$ cat src/rtl/mem_stage_lsu.sv
// -----------------------------------------------------------------------------
// mem_stage_lsu
//
// Load/store unit for the MEM pipeline stage. It turns a load or store from
// the pipeline into one transaction on a simple request/acknowledge data bus.
// It formats store data and byte enables on the way out and sign- or
// zero-extends load data on the way back. mem_stall holds the pipeline while
// an access is in flight.
//
// Optional build feature (compile-time macro):
//   LSU_MISALIGN_TRAP_EN - misaligned halfword/word accesses are not issued
//                          on the bus. Instead they pulse 'misaligned' for
//                          one cycle and complete with data 0. Without the
//                          macro 'misaligned' is tied low, and misaligned
//                          accesses go out using the normal lane rules.
//
// Parameters:
//   MAX_WAIT          bus acknowledge timeout in BUSY cycles (1..255)
//
// Ports:
//   clk, rst_n        rising-edge clock, asynchronous active-low reset
//   flush             kill the access currently in the MEM stage
//   mem_read_ctrl_mem / mem_write_ctrl_mem
//                     load / store request (mutually exclusive)
//   funct3_mem        access size and signedness
//   alu_result_mem    byte address
//   rs2_data_mem      store data
//   dbus_req/we/addr/wdata/be
//                     registered data-bus request (word-aligned address)
//   dbus_ack, dbus_rdata
//                     data-bus acknowledge and read data
//   mem_data_out_mem  formatted load data to MEM/WB (0 for stores/errors)
//   mem_stall         pipeline stall request
//   bus_error         one-cycle pulse on acknowledge timeout
//   misaligned        one-cycle pulse on a trapped misaligned access
// -----------------------------------------------------------------------------
module mem_stage_lsu #(
  parameter int MAX_WAIT = 15
) (
  input  logic        clk,
  input  logic        rst_n,
  input  logic        flush,
  input  logic        mem_read_ctrl_mem,
  input  logic        mem_write_ctrl_mem,
  input  logic [2:0]  funct3_mem,
  input  logic [31:0] alu_result_mem,
  input  logic [31:0] rs2_data_mem,
  output logic        dbus_req,
  output logic        dbus_we,
  output logic [31:0] dbus_addr,
  output logic [31:0] dbus_wdata,
  output logic [3:0]  dbus_be,
  input  logic        dbus_ack,
  input  logic [31:0] dbus_rdata,
  output logic [31:0] mem_data_out_mem,
  output logic        mem_stall,
  output logic        bus_error,
  output logic        misaligned
);

  typedef enum logic [1:0] {
    IDLE = 2'd0,
    BUSY = 2'd1,
    DONE = 2'd2
  } state_t;

  // The timeout fires in the BUSY cycle whose counter value is MAX_WAIT-1.
  // The counter starts at 0 on entry to BUSY, so this gives exactly
  // MAX_WAIT BUSY cycles.
  localparam logic [7:0] WAIT_LAST = 8'(MAX_WAIT - 1);

  state_t      state, state_n;
  logic [7:0]  wait_cnt, wait_cnt_n;
  logic        kill, kill_n;
  logic        req_n, we_n;
  logic [31:0] addr_n, wdata_n, data_n;
  logic [3:0]  be_n;
  logic        err_n;
  logic [2:0]  ld_f3_q, ld_f3_n;
  logic [1:0]  ld_lane_q, ld_lane_n;

  logic        access;
  logic [1:0]  addr_lo;
  logic        is_byte, is_half, is_word;
  logic [31:0] store_wdata;
  logic [3:0]  lane_be;
  logic        kill_now;

  assign access  = mem_read_ctrl_mem | mem_write_ctrl_mem;
  assign addr_lo = alu_result_mem[1:0];

  // Size decode differs between loads and stores. Loads map 100/101 to
  // LBU/LHU. Stores have no unsigned forms, so any funct3 other than SB/SH
  // is a word store.
  always_comb begin
    is_byte = 1'b0;
    is_half = 1'b0;
    if (mem_write_ctrl_mem) begin
      is_byte = (funct3_mem == 3'b000);
      is_half = (funct3_mem == 3'b001);
    end else begin
      is_byte = (funct3_mem[1:0] == 2'b00);
      is_half = (funct3_mem[1:0] == 2'b01);
    end
  end

  assign is_word = ~is_byte & ~is_half;

  // Store data is replicated across all lanes, so the byte enables alone
  // select the destination bytes. Loads drive the same lane enables; the
  // bus may ignore them on reads.
  always_comb begin
    store_wdata = rs2_data_mem;
    lane_be     = 4'hF;
    if (is_byte) begin
      store_wdata = {4{rs2_data_mem[7:0]}};
      lane_be     = 4'b0001 << addr_lo;
    end else if (is_half) begin
      store_wdata = {2{rs2_data_mem[15:0]}};
      lane_be     = addr_lo[1] ? 4'b1100 : 4'b0011;
    end
  end

`ifdef LSU_MISALIGN_TRAP_EN
  logic misalign_hit;
  logic mis_n;
  assign misalign_hit = (is_half & addr_lo[0]) | (is_word & (addr_lo != 2'b00));
`endif

  // Pick the addressed lane out of the returned word and extend it according
  // to the funct3 latched when the request was issued.
  function automatic logic [31:0] format_load(input logic [2:0]  f3,
                                              input logic [1:0]  lane,
                                              input logic [31:0] rdata);
    logic [7:0]  b;
    logic [15:0] h;
    b = rdata[{lane, 3'b000} +: 8];
    h = lane[1] ? rdata[31:16] : rdata[15:0];
    case (f3)
      3'b000:  format_load = {{24{b[7]}}, b};
      3'b100:  format_load = {24'd0, b};
      3'b001:  format_load = {{16{h[15]}}, h};
      3'b101:  format_load = {16'd0, h};
      default: format_load = rdata;
    endcase
  endfunction

  // A flush in the same cycle as the acknowledge or timeout counts as a kill.
  assign kill_now = kill | flush;

  // The stall stays high for the whole of BUSY. This keeps the pipeline held
  // while a killed access finishes its handshake, even if the pipeline has
  // already dropped its request.
  assign mem_stall = (access && (state != DONE)) || (state == BUSY);

  // Next-state and next-register computation. Every registered output holds
  // its value unless a transition below changes it. The pulse outputs
  // default to 0, so they are high for exactly one cycle.
  always_comb begin
    state_n    = state;
    wait_cnt_n = wait_cnt;
    kill_n     = kill;
    req_n      = dbus_req;
    we_n       = dbus_we;
    addr_n     = dbus_addr;
    wdata_n    = dbus_wdata;
    be_n       = dbus_be;
    data_n     = mem_data_out_mem;
    err_n      = 1'b0;
    ld_f3_n    = ld_f3_q;
    ld_lane_n  = ld_lane_q;
`ifdef LSU_MISALIGN_TRAP_EN
    mis_n      = 1'b0;
`endif

    case (state)
      IDLE: begin
        if (access && !flush) begin
`ifdef LSU_MISALIGN_TRAP_EN
          if (misalign_hit) begin
            state_n = DONE;
            mis_n   = 1'b1;
            data_n  = 32'd0;
          end else begin
`endif
            state_n    = BUSY;
            req_n      = 1'b1;
            we_n       = mem_write_ctrl_mem;
            addr_n     = {alu_result_mem[31:2], 2'b00};
            wdata_n    = mem_write_ctrl_mem ? store_wdata : 32'd0;
            be_n       = lane_be;
            wait_cnt_n = 8'd0;
            kill_n     = 1'b0;
            ld_f3_n    = funct3_mem;
            ld_lane_n  = addr_lo;
`ifdef LSU_MISALIGN_TRAP_EN
          end
`endif
        end
      end

      BUSY: begin
        // Acknowledge is checked first, so it wins over a timeout in the
        // same cycle.
        if (dbus_ack) begin
          req_n      = 1'b0;
          wait_cnt_n = 8'd0;
          kill_n     = 1'b0;
          if (kill_now) begin
            state_n = IDLE;
          end else begin
            state_n = DONE;
            data_n  = dbus_we ? 32'd0 : format_load(ld_f3_q, ld_lane_q, dbus_rdata);
          end
        end else if (wait_cnt == WAIT_LAST) begin
          // A killed access that times out is simply abandoned. The
          // instruction is gone, so there is nobody to report the error to.
          req_n      = 1'b0;
          wait_cnt_n = 8'd0;
          kill_n     = 1'b0;
          if (kill_now) begin
            state_n = IDLE;
          end else begin
            state_n = DONE;
            err_n   = 1'b1;
            data_n  = 32'd0;
          end
        end else begin
          wait_cnt_n = wait_cnt + 8'd1;
          kill_n     = kill_now;
        end
      end

      DONE: begin
        state_n = IDLE;
      end

      default: begin
        state_n = IDLE;
      end
    endcase
  end

  // State and output registers. Reset abandons any bus transaction in
  // progress.
  always_ff @(posedge clk or negedge rst_n) begin
    if (!rst_n) begin
      state            <= IDLE;
      wait_cnt         <= 8'd0;
      kill             <= 1'b0;
      dbus_req         <= 1'b0;
      dbus_we          <= 1'b0;
      dbus_addr        <= 32'd0;
      dbus_wdata       <= 32'd0;
      dbus_be          <= 4'd0;
      mem_data_out_mem <= 32'd0;
      bus_error        <= 1'b0;
      ld_f3_q          <= 3'd0;
      ld_lane_q        <= 2'd0;
    end else begin
      state            <= state_n;
      wait_cnt         <= wait_cnt_n;
      kill             <= kill_n;
      dbus_req         <= req_n;
      dbus_we          <= we_n;
      dbus_addr        <= addr_n;
      dbus_wdata       <= wdata_n;
      dbus_be          <= be_n;
      mem_data_out_mem <= data_n;
      bus_error        <= err_n;
      ld_f3_q          <= ld_f3_n;
      ld_lane_q        <= ld_lane_n;
    end
  end

`ifdef LSU_MISALIGN_TRAP_EN
  always_ff @(posedge clk or negedge rst_n) begin
    if (!rst_n) begin
      misaligned <= 1'b0;
    end else begin
      misaligned <= mis_n;
    end
  end
`else
  assign misaligned = 1'b0;
`endif

endmodule

$ cat config.mk
export PLATFORM = sky130hd
export DESIGN_NAME = mem_stage_lsu
export DESIGN_NICKNAME = d
export VERILOG_FILES = /design/src/rtl/mem_stage_lsu.sv
export SDC_FILE = /design/constraint.sdc
export NUM_CORES = 1
export LEC_CHECK = 0
export ABC_AREA = 1
export BUFFER_PORTS_ARGS = -buffer_cell sky130_fd_sc_hd__buf_4
export CAP_MARGIN = 10
export CORE_ASPECT_RATIO = 1.2
export CORE_MARGIN = 8
export CORE_UTILIZATION = 51
export CTS_BUF_LIST = sky130_fd_sc_hd__clkbuf_2
export CTS_CLUSTER_SIZE = 25
export DETAILED_ROUTE_END_ITERATION = 8
export PLACE_DENSITY_LB_ADDON = 0.12
export SLEW_MARGIN = 20
export SYNTH_ARGS = -nofsm -noshare
export SYNTH_HDL_FRONTEND = slang
export SYNTH_SLANG_ARGS = --single-unit
$ cat constraint.sdc
create_clock -name clk -period 1.7 [get_ports clk]
set_input_delay 0.17 -clock clk [delete_from_list [all_inputs] [get_ports clk]]
set_output_delay 0.17 -clock clk [all_outputs]
set_load 0.03 [all_outputs]
; ---- After elaboration in Yosys (flattened, before gate mapping)
; Cells that the tools add are included.
[word_totals]
regBits = 117
output_inout_bits = 105
elab_cells = 79
[classes]
n_addsub = 1
n_eq_ne = 10
shifts = 2
mux = 36
n_bitwise = 3
n_reduce_logical = 15
[ops]
columns = op, count
row1 = 32-bit 2-to-1 mux, 8
row2 = 32-bit case mux with 4 select lines, 1
row3 = 32-bit by 6-bit indexed part select with 8-bit output, 1
row4 = 8-bit 2-to-1 mux, 3
row5 = 16-bit 2-to-1 mux, 1
row6 = 8-bit case mux with 2 select lines, 1
row7 = 1-bit 2-to-1 mux, 12
row8 = 4-bit 2-to-1 mux, 3
row9 = "8-bit by 1-bit adder with 8-bit output, second input constant", 1
row10 = "8-bit by 4-bit == test with 1-bit output, second input constant", 1
row11 = 2-bit 2-to-1 mux, 4
row12 = "3-bit by 1-bit == test with 1-bit output, second input constant", 2
row13 = "3-bit == test, second input constant", 2
row14 = 3-bit logical NOT, 2
row15 = 2-bit AND reduction, 3
row16 = 3-bit AND reduction, 2
row17 = "2-bit by 1-bit == test with 1-bit output, second input constant", 2
row18 = 2-bit logical NOT, 2
row19 = "2-bit inequality test, second input constant", 2
row20 = 1-bit case mux with 2 select lines, 2
row21 = 2-bit case mux with 2 select lines, 1
row22 = 2-bit nonzero test, 2
row23 = "1-bit by 2-bit << shifter with 4-bit output, first input constant", 1
row24 = "3-bit by 2-bit inequality test with 1-bit output, second input constant", 1
row25 = other kinds (5), 7

; ---- Logic depth before layout (Yosys ltp)
[logic_depth]
word_depth = 5
ltp_mapped = 10

; ---- Worst setup path before layout
; OpenSTA, ideal clock, no wires.
[synth_path]
path_kind = flip-flop to flip-flop
from = reg wait_cnt[0]
to = reg mem_data_out_mem[0]
setup_time_ns = 0.117
arrival_time_ns = 1.251
path_slack_ns = 0.332
stages_incl_launch_ff = 9
period_less_slack_ns = 1.368
path_cell_list = dfrtp_1 > inv_1 > ha_1 > nand3_1 > nor2_1 > o21ai_2 > buf_2 > nand2_1 > nand2_1
[synth_via]
elab_chain_len = 3
[synth_rtl]
columns = element, line
row1 = from (decl), 73  ; logic [7:0] wait_cnt, wait_cnt_n;
row2 = from (signal assigned), 262  ; wait_cnt <= wait_cnt_n;
row3 = 8-bit by 4-bit == test with 1-bit output, 215  ; end else if (wait_cnt == WAIT_LAST) begin
row4 = 2-bit nonzero test (no source line), -
row5 = 3-bit AND reduction (no source line), -
row6 = to (signal assigned), 269  ; mem_data_out_mem <= data_n;
row7 = to (decl), 55  ; output logic [31:0] mem_data_out_mem,
; No other way between the ends.
; A chain may end at the register's enable or synchronous reset.

; ---- Worst setup path in the final report
[layout_path]
from = reg state[1]
to = out mem_stall
[layout_via]
elab_chain_len = 3
word_cells_on_any_way = 4
cone_classes = eq/ne (2) / reduce/logical (2)
[layout_rtl]
columns = element, line
row1 = from (decl), 72  ; state_t state, state_n;
row2 = from (signal assigned), 261  ; state <= state_n;
row3 = 2-bit inequality test, 154  ; assign mem_stall = (access && (state != DONE)) || (state == BUSY);
row4 = 1-bit logical AND, 154
row5 = 1-bit logical OR (*), 154
row6 = to (decl), 56  ; output logic mem_stall,
; Mark *: on every way between the ends. The rest lies on a longest branch, timed or not.

==> flow_summary.ini <==
[sta]
period_minus_slack_ns = 1.66
fmax_mhz = 604
report.final.slew_viol_count = 0
final-setup-viol-count = 0
fin_crit_sh_pct = 97.4
rsz0062_at_grt = true
skew_ns = 0.0333
hold_viol_final = 0
setup_ws_ns = 0.0439

[floorplan]
fp.coreArea_um2 = 11000
die_area_um2 = 15000
chipWidth_um = 113
initial_utilization_pct = 52.4
num_io_pins = 210
rows = 42
chipHeight_um = 133

[synth]
syn-cell-area_um2 = 5780
synth_cells = 788
yosysWarnings = 0
synth_seq_cells = 117
syn_avg_cell_area_um2 = 7.34
ys_seq_area_share_pct = 50.6
yosysUniqueCellTypes = 28

[clocking]
cts_buffers = 17
cts_tree = built
cts_sinks = 117
clk_pin_slew_ns = 0.16
insertion_delay_ns = 0.67
cts_max_level = 4
clock_path_buffers = 2
cts_root_buffer = clkbuf_2

[power]
finalPower_w = 0.0117
p_leak_nw = 4.97
max-vdd-ir-drop_v = 0.000756
pwr_density_cell_nw_per_um2 = 1330

[finish]
drive_above_1_share_pct = 25.2
syn_to_final_growth_pct = 52.9
nNetsFinal = 1215
final_common_cell = nand2_1
final_cell_mix = nand2_1, buf_4, dfrtp_1, dlygate4sd3_1, inv_1

[critical_path]
start_kind = flop
cp.required_ns = 1.53
cp_max_fo = 2
crit_arrival_ns = 1.49
critPathCaptureType = output port
worstSetupPathType = flop to output port

[routing]
ant_nets = 0
vias_per_cell = 5.20
dr.pass1.iters = 6
vias = 6529
drt_iter0_drc = 515
drc_errors = 0
avgRoutedWirePerCell_um = 16.7
wl_um = 20900

[global_routing]
grt_max_degree = 41
track_usage_pct = 27.7
grt_pass1_vias = 6736
antenna_found_initial = 3
overflow = 0
grt_pass1_wl_um = 33300

[placed_design]
place_hpwl_um = 13000
pre_cts_ws_ns = 0.138
gp_congestion = 0.862
io_buffers = 206

[hold_path]
hp-class = input port to flop

[flow_run]
max-cap-violations = 0

[outcome]
status = completed
-- power by group --
group	leakage (nW)	switching (W)	total, W	internal [W]
clock network	0.143	0.00107	0.00190	0.000823
registers	1.51	0.000601	0.00421	0.00361
logic	3.32	0.00356	0.00560	0.00204
total	4.97	0.00524	0.0117	0.00648
-- layout make-up --
type,count,area [µm²]
sequential,117,2930
clock inverter,11,134
inverter,60,230
clock buffer,21,105
tap,132,165
antenna,3,7.51
timing repair buffer,333,2820
fill,746,2200
multi-input combinational,579,2450
-- routing by layer --
metal | vias up | routed length, µm | GRT usage (%)
li1 | 3068 | - | -
met1 | 3059 | 7750 | 30.5
met2 | 330 | 10800 | 47.5
met3 | 72 | 1650 | 8.74
met4 | 0 | 752 | 13.1
met5 | - | 0 | 0
-- repair_timing --
item / CTS / global route
buffers inserted: 1 / 0
gates cloned: 0 / 0
pin swaps: 1 / 1
endpoints found under the hold margin: 229 / 1
hold buffers: 105 / 1
setup endpoints to repair: 1 / 5
resized for setup: 5 / 3
-- cells in the mapped netlist --
cell type	n	area share, %
nand2_1	402	26
dfrtp_1	117	51
inv_1	53	3.4
o21ai_0	48	4.2
nand3_1	40	3.5
nor2_1	38	2.5
a21oi_1	23	2.0
buf_2	16	1.4
buf_4	7	0.91
clkbuf_1	6	0.39
inv_2	5	0.32
buf_6	4	0.78
nand2_2	3	0.32
nand2_4	3	0.58
nor2_2	3	0.32
nor2_4	3	0.58
ha_1	2	0.43
inv_4	2	0.22
nand4_1	2	0.22
nor3_1	2	0.17
xor2_1	2	0.30
a21oi_2	1	0.15
a22oi_1	1	0.13
and2_4	1	0.15
buf_1	1	0.065
conb_1	1	0.065
o21ai_1	1	0.086
o21ai_2	1	0.15
-- sequential cells by signal, indices dropped and copies added, names as in the netlist --
name	flops
wait_cnt	8
dbus_req	1
dbus_addr	30
dbus_be	4
kill	1
dbus_we	1
dbus_wdata	32
ld_f3_q	3
state	2
ld_lane_q	2
bus_error	1
mem_data_out_mem	32
-- path summary, 6_finish.rpt --
path                                        end            startpoint  cells after the start  slack (ns)
setup / recovery                      mem_stall              state[1]                      4        0.04
hold / removal              mem_data_out_mem[4]         dbus_rdata[4]                      7        0.07
setup reg to reg                       dbus_req           wait_cnt[0]                      7        0.14
hold reg to reg            mem_data_out_mem[12]  mem_data_out_mem[12]                      2        0.50
max in group asynchronous         dbus_addr[24]                 rst_n                      4        0.83
min in group asynchronous           wait_cnt[2]                 rst_n                      4        0.54
-- critical path, stage by stage, from the launching register on --
cell and delay, ns:
dfrtp_1 0.42, inv_2 0.09, nand2_4 0.06, a21oi_4 0.13, buf_6 0.15
-- through the flow --
step | hold slack [ns] | cell area [µm²] | setup TNS [ns] | instances | util (%)
3_5_place_dp | 0.125 | 7480 | 0 | 1114 | 67.8
6_report | 0.0702 | 8840 | 0 | 1256 | 80.1
2_1_floorplan | -0.126 | 5790 | 0 | 790 | -
3_3_place_gp | 0.115 | 7480 | 0 | 1114 | 67.8
4_1_cts | 0.00503 | 8810 | -0.0115 | 1252 | 79.9
5_1_grt | 0.0486 | 8840 | -0.0457 | 1256 | 80.1
-- kinds of logic after synthesis --
logic type,Yosys count,synth area share [%]
buf+inv,94,7.51
simple gates,497,34.4
flops,117,50.6
compound gates,75,6.67
xor+xnor,2,0.303
fa+ha+maj,2,0.433
other cells,1,0.0649
(Power assumes the default switching activity.)
